## src/rtl/md_sched_if.sv

```systemverilog
`default_nettype none
// ============================================================================
//  Module      : md_sched_if
//  Description : Issue / HI-LO access bundle between the MIPS pipeline and
//                the iterative multiply/divide sequencer.
//  Revision    : 1.0  initial release
// ============================================================================
interface md_sched_if #(
   parameter int W = 32
);
   logic         md_start;
   logic         md_op;
   logic [W-1:0] md_a;
   logic [W-1:0] md_b;
   logic         md_cancel;
   logic         mf_rd;
   logic         mt_we;
   logic         mt_sel;
   logic [W-1:0] mt_data;
   logic [W-1:0] hi;
   logic [W-1:0] lo;
   logic         md_busy;
   logic         md_done;
   logic         md_stall;

   // Pipeline side: issues ops and HI/LO accesses, observes results and stall.
   modport master (
      output md_start, md_op, md_a, md_b, md_cancel, mf_rd, mt_we, mt_sel, mt_data,
      input  hi, lo, md_busy, md_done, md_stall
   );

   // Sequencer side.
   modport slave (
      input  md_start, md_op, md_a, md_b, md_cancel, mf_rd, mt_we, mt_sel, mt_data,
      output hi, lo, md_busy, md_done, md_stall
   );
endinterface
`default_nettype wire

```

## src/rtl/md_sched.sv

```systemverilog
`default_nettype none
// ============================================================================
//  Module      : md_sched
//  Description : Iterative MULTU/DIVU sequencer owning HI/LO. One result bit
//                per cycle; raises md_stall on hazards while busy.
//                Optional macro MD_EARLY_OUT_EN: MULTU stops as soon as the
//                remaining multiplier bits are all zero.
//  Revision    : 1.0  initial release
// ============================================================================
module md_sched #(
   parameter int W  = 32,
   parameter int CW = 6
) (
   input wire        clk,
   input wire        rst,
   md_sched_if.slave bus
);

   localparam logic [0:0] c_IDLE = 1'b0;
   localparam logic [0:0] c_RUN  = 1'b1;

   logic [0:0]     r_state;
   logic [0:0]     w_state_nxt;
   logic           r_op;
   logic [CW-1:0]  r_cnt;
   logic [2*W-1:0] r_acc;
   logic [2*W-1:0] r_opa;
   logic [W-1:0]   r_opb;
   logic [W-1:0]   r_hi;
   logic [W-1:0]   r_lo;
   logic           r_done;

   logic           w_busy;
   logic           w_accept;
   logic           w_commit;
   logic           w_mt_wr;
   logic           w_last;
   logic           w_early;
   logic [W:0]     w_rem;
   logic           w_ge;
   logic [W-1:0]   w_diff;
   logic [2*W-1:0] w_acc_nxt;

`ifdef MD_EARLY_OUT_EN
   // Remaining multiplier bits above the one consumed this cycle are zero.
   assign w_early = ~r_op & (r_opb[W-1:1] == '0);
`else
   assign w_early = 1'b0;
`endif

   assign w_last = (r_cnt == CW'(1)) | w_early;

   // State register.
   always_ff @(posedge clk or negedge rst) begin
      if (!rst) r_state <= c_IDLE;
      else      r_state <= w_state_nxt;
   end

   // Next state: accept when idle, leave RUN on terminal count or flush.
   always_comb begin
      w_state_nxt = r_state;
      case (r_state)
         c_IDLE:  if (bus.md_start & ~bus.md_cancel) w_state_nxt = c_RUN;
         c_RUN:   if (bus.md_cancel | w_last)        w_state_nxt = c_IDLE;
         default: w_state_nxt = c_IDLE;
      endcase
   end

   // Control decode; a flush in the final cycle suppresses the commit.
   always_comb begin
      w_busy   = 1'b0;
      w_accept = 1'b0;
      w_commit = 1'b0;
      w_mt_wr  = 1'b0;
      case (r_state)
         c_IDLE: begin
            w_accept = bus.md_start & ~bus.md_cancel;
            w_mt_wr  = bus.mt_we;
         end
         c_RUN: begin
            w_busy   = 1'b1;
            w_commit = w_last & ~bus.md_cancel;
         end
         default: ;
      endcase
   end

   // One iteration: restoring-divide step (MSB first) or shift-add step (LSB first).
   always_comb begin
      w_rem  = r_acc[2*W-1:W-1];
      w_ge   = (w_rem >= {1'b0, r_opb});
      w_diff = w_rem[W-1:0] - r_opb;
      if (r_op)
         w_acc_nxt = w_ge ? {w_diff, r_acc[W-2:0], 1'b1} : {r_acc[2*W-2:0], 1'b0};
      else
         w_acc_nxt = r_acc + (r_opb[0] ? r_opa : '0);
   end

   // Datapath, counter and HI/LO; MT write and accept may share an edge.
   always_ff @(posedge clk or negedge rst) begin
      if (!rst) begin
         r_op   <= 1'b0;
         r_cnt  <= '0;
         r_acc  <= '0;
         r_opa  <= '0;
         r_opb  <= '0;
         r_hi   <= '0;
         r_lo   <= '0;
         r_done <= 1'b0;
      end else begin
         r_done <= w_commit;
         if (w_mt_wr) begin
            if (bus.mt_sel) r_hi <= bus.mt_data;
            else            r_lo <= bus.mt_data;
         end
         if (w_accept) begin
            r_op  <= bus.md_op;
            r_cnt <= CW'(W);
            r_opa <= {{W{1'b0}}, bus.md_a};
            r_opb <= bus.md_b;
            // Dividend sits in the low half and shifts up; product starts at zero.
            r_acc <= bus.md_op ? {{W{1'b0}}, bus.md_a} : '0;
         end else if (w_busy) begin
            if (bus.md_cancel | w_last) r_cnt <= '0;
            else                        r_cnt <= r_cnt - CW'(1);
            r_acc <= w_acc_nxt;
            if (!r_op) begin
               r_opa <= r_opa << 1;
               r_opb <= r_opb >> 1;
            end
            if (w_commit) begin
               r_hi <= w_acc_nxt[2*W-1:W];
               r_lo <= w_acc_nxt[W-1:0];
            end
         end
      end
   end

   assign bus.hi       = r_hi;
   assign bus.lo       = r_lo;
   assign bus.md_busy  = w_busy;
   assign bus.md_done  = r_done;
   assign bus.md_stall = w_busy & (bus.md_start | bus.mf_rd | bus.mt_we);

endmodule
`default_nettype wire

```

## src/flat_wrapper.sv

```systemverilog
// flat-port wrapper written by rule: the top's interface ports become plain ports
module md_sched_flat 
#(
   parameter int W  = 32,
   parameter int CW = 6
)
  (clk, rst, bus_md_start, bus_md_op, bus_md_a, bus_md_b, bus_md_cancel, bus_mf_rd, bus_mt_we, bus_mt_sel, bus_mt_data, bus_hi, bus_lo, bus_md_busy, bus_md_done, bus_md_stall);
  md_sched_if #(.W(W)) bus_i ();
  input wire clk;
  input wire rst;
  input wire logic [$bits(bus_i.md_start)-1:0] bus_md_start;
  input wire logic [$bits(bus_i.md_op)-1:0] bus_md_op;
  input wire logic [$bits(bus_i.md_a)-1:0] bus_md_a;
  input wire logic [$bits(bus_i.md_b)-1:0] bus_md_b;
  input wire logic [$bits(bus_i.md_cancel)-1:0] bus_md_cancel;
  input wire logic [$bits(bus_i.mf_rd)-1:0] bus_mf_rd;
  input wire logic [$bits(bus_i.mt_we)-1:0] bus_mt_we;
  input wire logic [$bits(bus_i.mt_sel)-1:0] bus_mt_sel;
  input wire logic [$bits(bus_i.mt_data)-1:0] bus_mt_data;
  output wire logic [$bits(bus_i.hi)-1:0] bus_hi;
  output wire logic [$bits(bus_i.lo)-1:0] bus_lo;
  output wire logic [$bits(bus_i.md_busy)-1:0] bus_md_busy;
  output wire logic [$bits(bus_i.md_done)-1:0] bus_md_done;
  output wire logic [$bits(bus_i.md_stall)-1:0] bus_md_stall;
  assign bus_i.md_start = bus_md_start;
  assign bus_i.md_op = bus_md_op;
  assign bus_i.md_a = bus_md_a;
  assign bus_i.md_b = bus_md_b;
  assign bus_i.md_cancel = bus_md_cancel;
  assign bus_i.mf_rd = bus_mf_rd;
  assign bus_i.mt_we = bus_mt_we;
  assign bus_i.mt_sel = bus_mt_sel;
  assign bus_i.mt_data = bus_mt_data;
  assign bus_hi = bus_i.hi;
  assign bus_lo = bus_i.lo;
  assign bus_md_busy = bus_i.md_busy;
  assign bus_md_done = bus_i.md_done;
  assign bus_md_stall = bus_i.md_stall;
  md_sched #(.W(W), .CW(CW)) u_core (.clk(clk), .rst(rst), .bus(bus_i));
endmodule
```

## config.mk

```make
export PLATFORM = sky130hd
export DESIGN_NAME = md_sched_flat
export DESIGN_NICKNAME = d
export VERILOG_FILES = /design/src/rtl/md_sched_if.sv /design/src/rtl/md_sched.sv /design/src/flat_wrapper.sv
export SDC_FILE = /design/constraint.sdc
export NUM_CORES = 1
export LEC_CHECK = 0
export CAP_MARGIN = 10
export CORE_UTILIZATION = 40
export CTS_CLUSTER_SIZE = 8
export DETAILED_ROUTE_END_ITERATION = 8
export PLACE_DENSITY_LB_ADDON = 0.3
export SLEW_MARGIN = 10
export SYNTH_ARGS = -nofsm -noshare
export SYNTH_HDL_FRONTEND = slang
export SYNTH_SLANG_ARGS = --single-unit
```

## constraint.sdc

```tcl
create_clock -name clk -period 5 [get_ports clk]
set_input_delay 1 -clock clk [delete_from_list [all_inputs] [get_ports clk]]
set_output_delay 1 -clock clk [all_outputs]
set_load 0.005 [all_outputs]
```

After elaboration in Yosys (flattened, before gate mapping). Index checks and enable logic that the tools add are counted.

Register bits: 233. Bits of input ports: 104. Logic and storage cells: 57.

Add/subtract/negate cells: 3. Magnitude comparators: 1. Equal/unequal tests: 2. Mux-type cells: 32. Bitwise gates (word level): 8. Reductions and logical operators: 2.

Operators by type and width (count): $mux W64 (8); $mux W32 (14); $add A64 B64 Y64 (1); $ge A33 B32 Y1 (1); $sub A32 B32 Y32 (1); $mux W6 (3); $eq A6 B1 Y1 const B (1); $mux W1 (6); $sub A6 B1 Y6 const B (1); $and A1 B1 Y1 (3); $or A1 B1 Y1 (3); $ne A2 B2 Y1 const B (1); $not A1 Y1 (2); $pmux W1 S2 (1); $reduce_and A2 Y1 (1); $reduce_bool A2 Y1 (1).

Logic depth before layout (Yosys ltp).
Word-level depth: 6. Gate-level depth with buffers: 15.

Worst setup path before layout. No wires, ideal clock.

Kind: register to register. From: reg u_core.r_opb[0]. To: reg u_core.r_hi[26] (netlist: u_core.bus.hi[26]). Arrival: 3.457 ns. Required time: 4.876 ns. Setup slack: 1.420 ns. Stages on the path, launching flop included: 15. Buffers on the path: 1. Period minus slack after synthesis: 3.580 ns. Path through: dfrtp_1 clkbuf_1 and2_1 ha_1 fa_1 a211o_1 a211o_1 a21oi_1 a21o_1 a2111o_1 a21oi_1 a21o_1 a21bo_1 mux2_1 a211o_1.

Longest elaborated chain between the ends: 6.

Ends and longest elaborated chain: from (decl) (RTL line md_sched.sv:28) `logic [W-1:0] r_opb;`; from (signal assigned) (RTL line md_sched.sv:120) `r_opb <= bus.md_b;`; from (signal assigned) (RTL line md_sched.sv:129) `r_opb <= r_opb >> 1;`; $mux W64 (tied with other cells) (RTL line md_sched.sv:96) `w_acc_nxt = r_acc + (r_opb[0] ? r_opa : '0);`; $add A64 B64 Y64 or $mux W64 (tied branches) (RTL line md_sched.sv:96, md_sched.sv:94); $mux W64 (*) (RTL line md_sched.sv:93) `if (r_op)`; $mux W32 (*) (RTL line md_sched.sv:131) `if (w_commit) begin`; $mux W32 (*) (RTL line md_sched.sv:123) `end else if (w_busy) begin`; $mux W32 (*) (RTL line md_sched.sv:116) `if (w_accept) begin`; to (signal assigned) (RTL line md_sched.sv:113) `if (bus.mt_sel) r_hi <= bus.mt_data;`; to (signal assigned) (RTL line md_sched.sv:132) `r_hi <= w_acc_nxt[2*W-1:W];`; to (decl) (RTL line md_sched.sv:29) `logic [W-1:0] r_hi;`.

Every way passes the cells marked *; elsewhere a longest branch is shown, timed or not. A chain may end at the register's enable or synchronous reset.

Worst setup path after layout.
From: reg u_core.r_opb[0]. To: reg u_core.r_acc[62].

Longest elaborated chain between the ends: 5.

Ends and longest elaborated chain: $mux W64 (tied with other cells) (RTL line md_sched.sv:96); $add A64 B64 Y64 or $mux W64 (tied branches) (RTL line md_sched.sv:96, md_sched.sv:94); $mux W64 (*) (RTL line md_sched.sv:93); $mux W64 (*) (RTL line md_sched.sv:123); $mux W64 (*) (RTL line md_sched.sv:116); to (signal assigned) (RTL line md_sched.sv:122) `r_acc <= bus.md_op ? {{W{1'b0}}, bus.md_a} : '0;`; to (signal assigned) (RTL line md_sched.sv:126) `r_acc <= w_acc_nxt;`; to (decl) (RTL line md_sched.sv:26) `logic [2*W-1:0] r_acc;`.

Every way passes the cells marked *; elsewhere a longest branch is shown, timed or not. The select of a mux whose other input is x is not followed.

==> flow_summary.json <==
{
  "leakagePower_nw": 9.17,
  "maxSlewHeadroom": 0.243,
  "seqPwrFrac": 0.259,
  "cts-root-buf": "clkbuf_16",
  "hpwlAfterDp_um": 45900,
  "synth_area_mm2": 0.0172,
  "cap_viol_max_count": 0,
  "fin_crit_ns": 4.52,
  "drive_gt1_frac": 0.0564,
  "ys_seq_elements": 233,
  "n_fill_cell": 4069,
  "crit_type": "reg2reg",
  "synth_top_flop_cell": "dfrtp_1",
  "power_switching_mw": 6.17,
  "worstPathCellList": "buf_4, ha_1, nor2b_1, o21ai_1, a21oi_1, o211ai_1, nor4b_1, o21ai_4, buf_4, o21ai_0, a31oi_1, nor4_1, mux2_2",
  "synth_area_leader_cell": "dfrtp_1",
  "die_w_um": 209,
  "htreeDepth": 2,
  "yosysMostFrequentCell": "nand2_1",
  "antenna_left": 0,
  "core-area_mm2": 0.0421,
  "path_clk_slew_ns": 0.06,
  "num_rows": 75,
  "yosys.area.top_type_share": 0.339,
  "hold_buffers": 0,
  "dieArea_mm2": 0.0438,
  "synthTopCellsByCount": "nand2_1, dfrtp_1, a21oi_1",
  "slew_violations": 0,
  "ir_drop_mv": 0.214,
  "first_global_vias": 15600,
  "numCtsBuffers": 35,
  "die_h_um": 209,
  "dpl-instance-area_mm2": 0.0193,
  "cpPeakStageDelay_ns": 0.86,
  "dr.pass1.iters": 5,
  "synth-async-reset-ratio": 1.00,
  "post-route-period-util": 0.904,
  "post_cts_buffers": 0,
  "syn_inst": 2136,
  "setup-tns-final_ns": 0,
  "crit_fanout": 31,
  "io_pins": 171,
  "ctsResizeCount": 0,
  "grt_first_pass_wirelength_um": 94800,
  "syn_to_final_growth_pct": 18.0,
  "clk_latency_ns": 0.56,
  "start_util": 0.408,
  "seq_area_frac_synth": 0.339,
  "synth_nets": 2339,
  "yosysWarnings": 0,
  "grt_max_degree": 95,
  "design_area_mm2": 0.0203,
  "viasPerCell": 5.91,
  "max_freq_mhz": 221,
  "critPathRequiredTime_ns": 5.48,
  "antenna_found_initial": 1,
  "grt-ovfl-total": 0,
  "rsz0062_at_grt": "false",
  "crit_path_start_kind": "register",
  "p_int_mw": 6.88,
  "hold_path.class": "in2async",
  "drc_errors": 0,
  "vias": 16400,
  "layout.nets": 2431,
  "wl_um": 61000,
  "worst_clock_skew_ns": 0.0314,
  "io_buffers": 170,
  "critPathSlowestCell": "dfrtp_1",
  "combPwrFrac": 0.573,
  "power.share.switching": 0.473,
  "avgSynthCellArea_um2": 8.05,
  "synth_area_leaders": "dfrtp_1, nand2_1, ha_1, a21oi_1, o21ai_0",
  "synth_enable_flop_cells": 0,
  "wl_per_cell_um": 22.0,
  "worst_slew_pin_slew_ns": 1.13,
  "crit_top_cell": "buf_4",
  "crit_arrival_ns": 5.00,
  "clock_sinks": 233,
  "status": "completed",
  "clockPowerShare": 0.168,
  "p_per_area_mw_per_mm2": 644,
  "hold_violations": 0,
  "cts_tree": "built",
  "ys_types": 76,
  "clockBufferDepth": 3,
  "end_kind": "register",
  "drtIter0Drc": 1572,
  "gr-usage-all-layers": 0.279,
  "gp_congestion": 0.984,
  "setup_viol": 0
}
-- layout make-up --
type,count,area [um2],area share
Sequential cell,233,5840,0.288
Tap cell,539,674,0.0333
Antenna cell,1,2.50,0.000123
Inverter,65,244,0.0120
Multi-Input combinational cell,1692,10600,0.523
Clock inverter,3,30.0,0.00148
Clock buffer,40,926,0.0457
Timing Repair Buffer,201,1960,0.0969
-- routing by layer --
layer	vias to the layer above	share of wire	global-route usage
li1	7767	-	-
met1	8007	0.49	0.418
met2	544	0.43	0.416
met3	70	0.063	0.0414
met4	0	0.023	0.0763
met5	-	0	0
-- flip-flops by register name (all words and copies together), names as in the netlist --
| name | cells |
|---|---|
| u_core.r_acc | 64 |
| u_core.r_opa | 64 |
| u_core.bus.hi | 32 |
| u_core.bus.lo | 32 |
| u_core.r_opb | 32 |
| u_core.r_cnt | 6 |
| u_core.bus.md_done | 1 |
| u_core.r_op | 1 |
| u_core.r_state | 1 |
-- cells in the final DEF (no fill, tap or decap), types with 9 or more instances in the layout --
| cell | count |
|---|---|
| nand2_1 | 368 |
| dfrtp_1 | 231 |
| a21oi_1 | 181 |
| o21ai_0 | 180 |
| clkdlybuf4s50_1 | 169 |
| nor2_1 | 113 |
| ha_1 | 97 |
| and2_1 | 70 |
| inv_1 | 64 |
| a22oi_1 | 62 |
| a211oi_1 | 54 |
| mux2i_1 | 53 |
| xnor2_1 | 53 |
| a21o_1 | 51 |
| and3_1 | 37 |
| clkbuf_16 | 36 |
| nand3_1 | 33 |
| xor2_1 | 32 |
| buf_4 | 29 |
| nor2b_1 | 28 |
| mux2_2 | 28 |
| nand4_1 | 26 |
| o21bai_1 | 26 |
| nor3_1 | 17 |
| a31oi_1 | 17 |
| o21a_1 | 15 |
| o211ai_1 | 14 |
| o31ai_1 | 10 |
| o21ai_1 | 9 |
| o22ai_1 | 9 |
-- worst paths after layout --
kind / startpoint / end / slack [ns] / depth (start not counted)
max in group asynchronous: rst / u_core.r_op / 3.45 / 2
hold / removal: rst / u_core.r_opa[50] / 0.47 / 1
hold reg to reg: u_core.r_opb[31] / u_core.r_opb[30] / 0.48 / 2
min in group clk: u_core.r_opb[31] / u_core.r_opb[30] / 0.48 / 2
setup / recovery: u_core.r_opb[0] / u_core.r_acc[62] / 0.48 / 13
setup reg to reg: u_core.r_opb[0] / u_core.r_acc[62] / 0.48 / 13
-- cells by family (layout without fill, tap and decap cells) --
logic type,Yosys count,after routing,synth area share
AO/OA/AOI/OAI,686,686,0.248
XOR/XNOR,85,85,0.0433
adder cells (fa/ha/maj),99,99,0.0729
buffers and inverters,211,309,0.0470
flip-flops,233,233,0.339
multiplexers,82,82,0.0499
other,0,1,0
AND/OR/NAND/NOR,740,740,0.199
-- worst max-delay path: cells and delay by family, from the launching register on --
family          cells  cell delay [ns]
compound gates      6             1.22
fa+ha+maj           1             0.23
simple gates        3             1.16
mux                 1             0.26
buf+inv             2             0.71
flops               1             0.86
-- stage by stage --
stage	std cells	power, mW	hold slack [ns]	utilization	worst slack [ns]
6_report	2774	13.0	0.466	0.481	0.481
5_1_grt	2773	13.9	0.522	0.481	0.171
4_1_cts	2773	13.0	0.496	0.481	0.525
3_5_place_dp	2730	10.7	0.487	0.458	0.567
3_3_place_gp	2730	10.7	0.470	0.458	0.661
2_1_floorplan	2136	8.03	0.461	-	1.42
-- power groups by stage --
stage	clock [mW]	combinational, mW	sequential (mW)
final	2.19	7.48	3.38
after global routing	2.30	8.19	3.45
after CTS	2.23	7.41	3.36
after detailed placement	0	7.35	3.38
after global placement	0	7.34	3.37
after floorplan	0	4.99	3.04
No activity file was read; power rests on OpenSTA's default activity.
==> RTL change: new RTL, config.mk and constraints unchanged <==
Make the reset (`rst`) synchronous in 2 clocked blocks.
--- a/src/rtl/md_sched.sv
+++ b/src/rtl/md_sched.sv
@@ -52,5 +52,5 @@
 
    // State register.
-   always_ff @(posedge clk or negedge rst) begin
+   always_ff @(posedge clk) begin
       if (!rst) r_state <= c_IDLE;
       else      r_state <= w_state_nxt;
@@ -98,5 +98,5 @@
 
    // Datapath, counter and HI/LO; MT write and accept may share an edge.
-   always_ff @(posedge clk or negedge rst) begin
+   always_ff @(posedge clk) begin
       if (!rst) begin
          r_op   <= 1'b0;
Behaviour: differs if rst is asserted again (counterexample within 4 cycles, from zero or initial values and one cycle with rst low); with rst held inactive, the same outputs for 4 cycles.
==> RTL change against the unedited design <==
- the flow now finishes with violations (DRC)
- routed wire length is 7.3% higher
- synthesized area down 2.8%
- design area shrank 2.8%
- sequential cell count stayed put
- synthesized cell count increased by 4.6%
- first-iteration DRC count decreased by 0.51%
- sequential share of layout area is 5.1 points lower
- worst setup slack lost 0.068 ns
- critical path type unchanged
Power is not compared: it rests on default switching activity, and its combinational part moved more than twofold at a synthesized area within 25%.
==> RTL change: results (changes against the unedited design) <==
Route
  • Drt first-iter violations: 1564 (-0.51%)
  • Drt via density: 6.17 (+4.4%)
  • Routed wl met2: 30400 um (+17%)
  • Wire length on met1: 27600 um (-7.2%)
  • Pre-antenna DRT Iters: 8 (+3)
  • Residual DRC: 10 (+10)
  • Met3 WL: 4270 um (+11%)
  • Avg WL per Cell: 23.0 um (+4.5%)
  • Max Used Layer: met4

Critical path
  • CP peak stage delay: 0.99 ns (+0.13 ns)
  • Worst Path Max Fanout: 34 (+9.7%)
  • Largest delay contributor family on the critical path: compound AO/OA/AOI/OAI gates
  • R2R depth: 11 (-2)
  • Slowest CP cell: dfxtp_1
  • Worst EP arrival: 5.00 ns (about the same)

Logic synthesis
  • Post-Syn Nets: 2437 (+4.2%)
  • Synth top cells by count: nand2_1 (360), a21oi_1 (246), dfxtp_1 (233), clkbuf_1 (141), nor2_1 (123)
  • Ys async rst share: 0 (-1.00)
  • Largest cells by area after synthesis: dfxtp_1 (28%), nand2_1 (8.1%), a21oi_1 (7.4%)
  • Post-synth top flop: dfxtp_1
  • Register area share after synthesis: 0.279 (-0.0601)
  • Post-synthesis cell type count: 82 (+7.9%)

Place
  • Buffers on Ports: 170 (unchanged)
  • Final Wtd Congestion: 0.974 (-1.1%)
  • Detailed Place HPWL: 49400 um (+7.6%)

Layout
  • Layout cells sized above 1: 0.0492 (-0.00718)
  • Nets@finish: 2515 (+3.5%)
  • Regs by FF count: u_core.r_acc x64, u_core.r_opa x64
  • Inserted Diodes: 0 (-1)

Global route
  • Largest net degree at the start of global routing: 98 (+3.2%)
  • Global-route wire length before repair: 98200 um (+3.6%)
  • Vias in the first global route: 16743 (+7.3%)
  • GR Util All Layers: 0.303 (+0.0231)
  • Initial antenna violation count: 0 (-1)

CTS
  • H-tree levels: 2 (unchanged)
  • Post-CTS Setup Bufs: 0 (unchanged)
  • Clock Latency Late Sink: 0.54 ns (-0.02 ns)

Hold path
  • Worst Hold Depth: 2
  • Hold WC Path Type: reg -> reg

Run status
  • Status: finished, violations left
  • Violated checks: DRC

STA
  • Worst Skew: 0.0200 ns (-0.0115 ns)
  • Slew Limit Headroom: 0.263 (+0.0206)
[RTL change: cell types whose count changed in the layout (fill, tap and decap cells not counted), sizes merged, moves of 14 or more]
cell    before  now
mux2        29    6
dfxtp        0  233
a21oi      181  248
dfrtp      233    0
a211oi      54   37
o21ai      190  106
nor2b       29   14
nor3        17   32
nand3       34   67
a222oi       0   20
o211a        2   18
a21o        51   37
[RTL change: logic make-up after synthesis]
kind of cell / after synthesis / share of synthesized area
and+or+nand+nor: 798 / 0.223
muxes: 61 / 0.0370
DFF: 233 / 0.279
adders and majority gates: 99 / 0.0750
AOI/OAI and AO/OA: 742 / 0.295
xor gates and xnor gates: 74 / 0.0388
buffers and inverters: 227 / 0.0524
[RTL change: metal layers]
layer | up-vias | global-route usage
met5 | - | 0
met4 | 0 | 0.142
met3 | 148 | 0.0424
met2 | 702 | 0.502
met1 | 8424 | 0.385
li1 | 8296 | -
[RTL change: layout make-up]
class	count	area (um2)
fill	4110	21300
multi-input combinational	1774	11200
sequential	233	4670
timing repair buffer	202	1950
clock buffer	40	957
tap	532	666
inverter	66	250
clock inverter	1	5.00
[RTL change: final timing paths]
check | startpoint | endpoint | slack [ns]
setup reg to reg | u_core.r_opb[0] | u_core.bus.hi[17] | 0.41
setup / recovery | u_core.r_opb[0] | u_core.bus.hi[17] | 0.41
hold / removal | u_core.r_opa[63] | u_core.r_opa[63] | 0.46
hold reg to reg | u_core.r_opa[63] | u_core.r_opa[63] | 0.46
[RTL change: metrics by stage]
stage	cell area [um2]	setup WS [ns]	utilization	std cells	hold WS [ns]
6_report	19700	0.413	0.481	2848	0.458
5_1_grt	19700	0.121	0.481	2848	0.477
4_1_cts	19700	0.464	0.481	2848	0.458
3_5_place_dp	18700	0.498	0.457	2807	0.451
3_3_place_gp	18700	0.568	0.457	2807	0.447
2_1_floorplan	16700	1.45	-	2234	0.436
[RTL change: worst register-to-register path, cell delays in order (launching register included)]
cell      delay, ns
dfxtp_1        0.99
buf_4          0.44
ha_1           0.23
nor2b_1        0.06
o31a_1         0.33
o211a_1        0.25
o31a_1         0.30
o311ai_4       0.51
nand2_4        0.37
mux2i_1        0.54
o21ai_0        0.15
o311a_1        0.32
[RTL change: report_power, final]
part / switching [mW] / internal (mW) / total [mW]
Sequential: 0.0653 / 1.93 / 2.00
Clock: 0.879 / 1.33 / 2.21
Combinational: 0.587 / 0.391 / 0.978
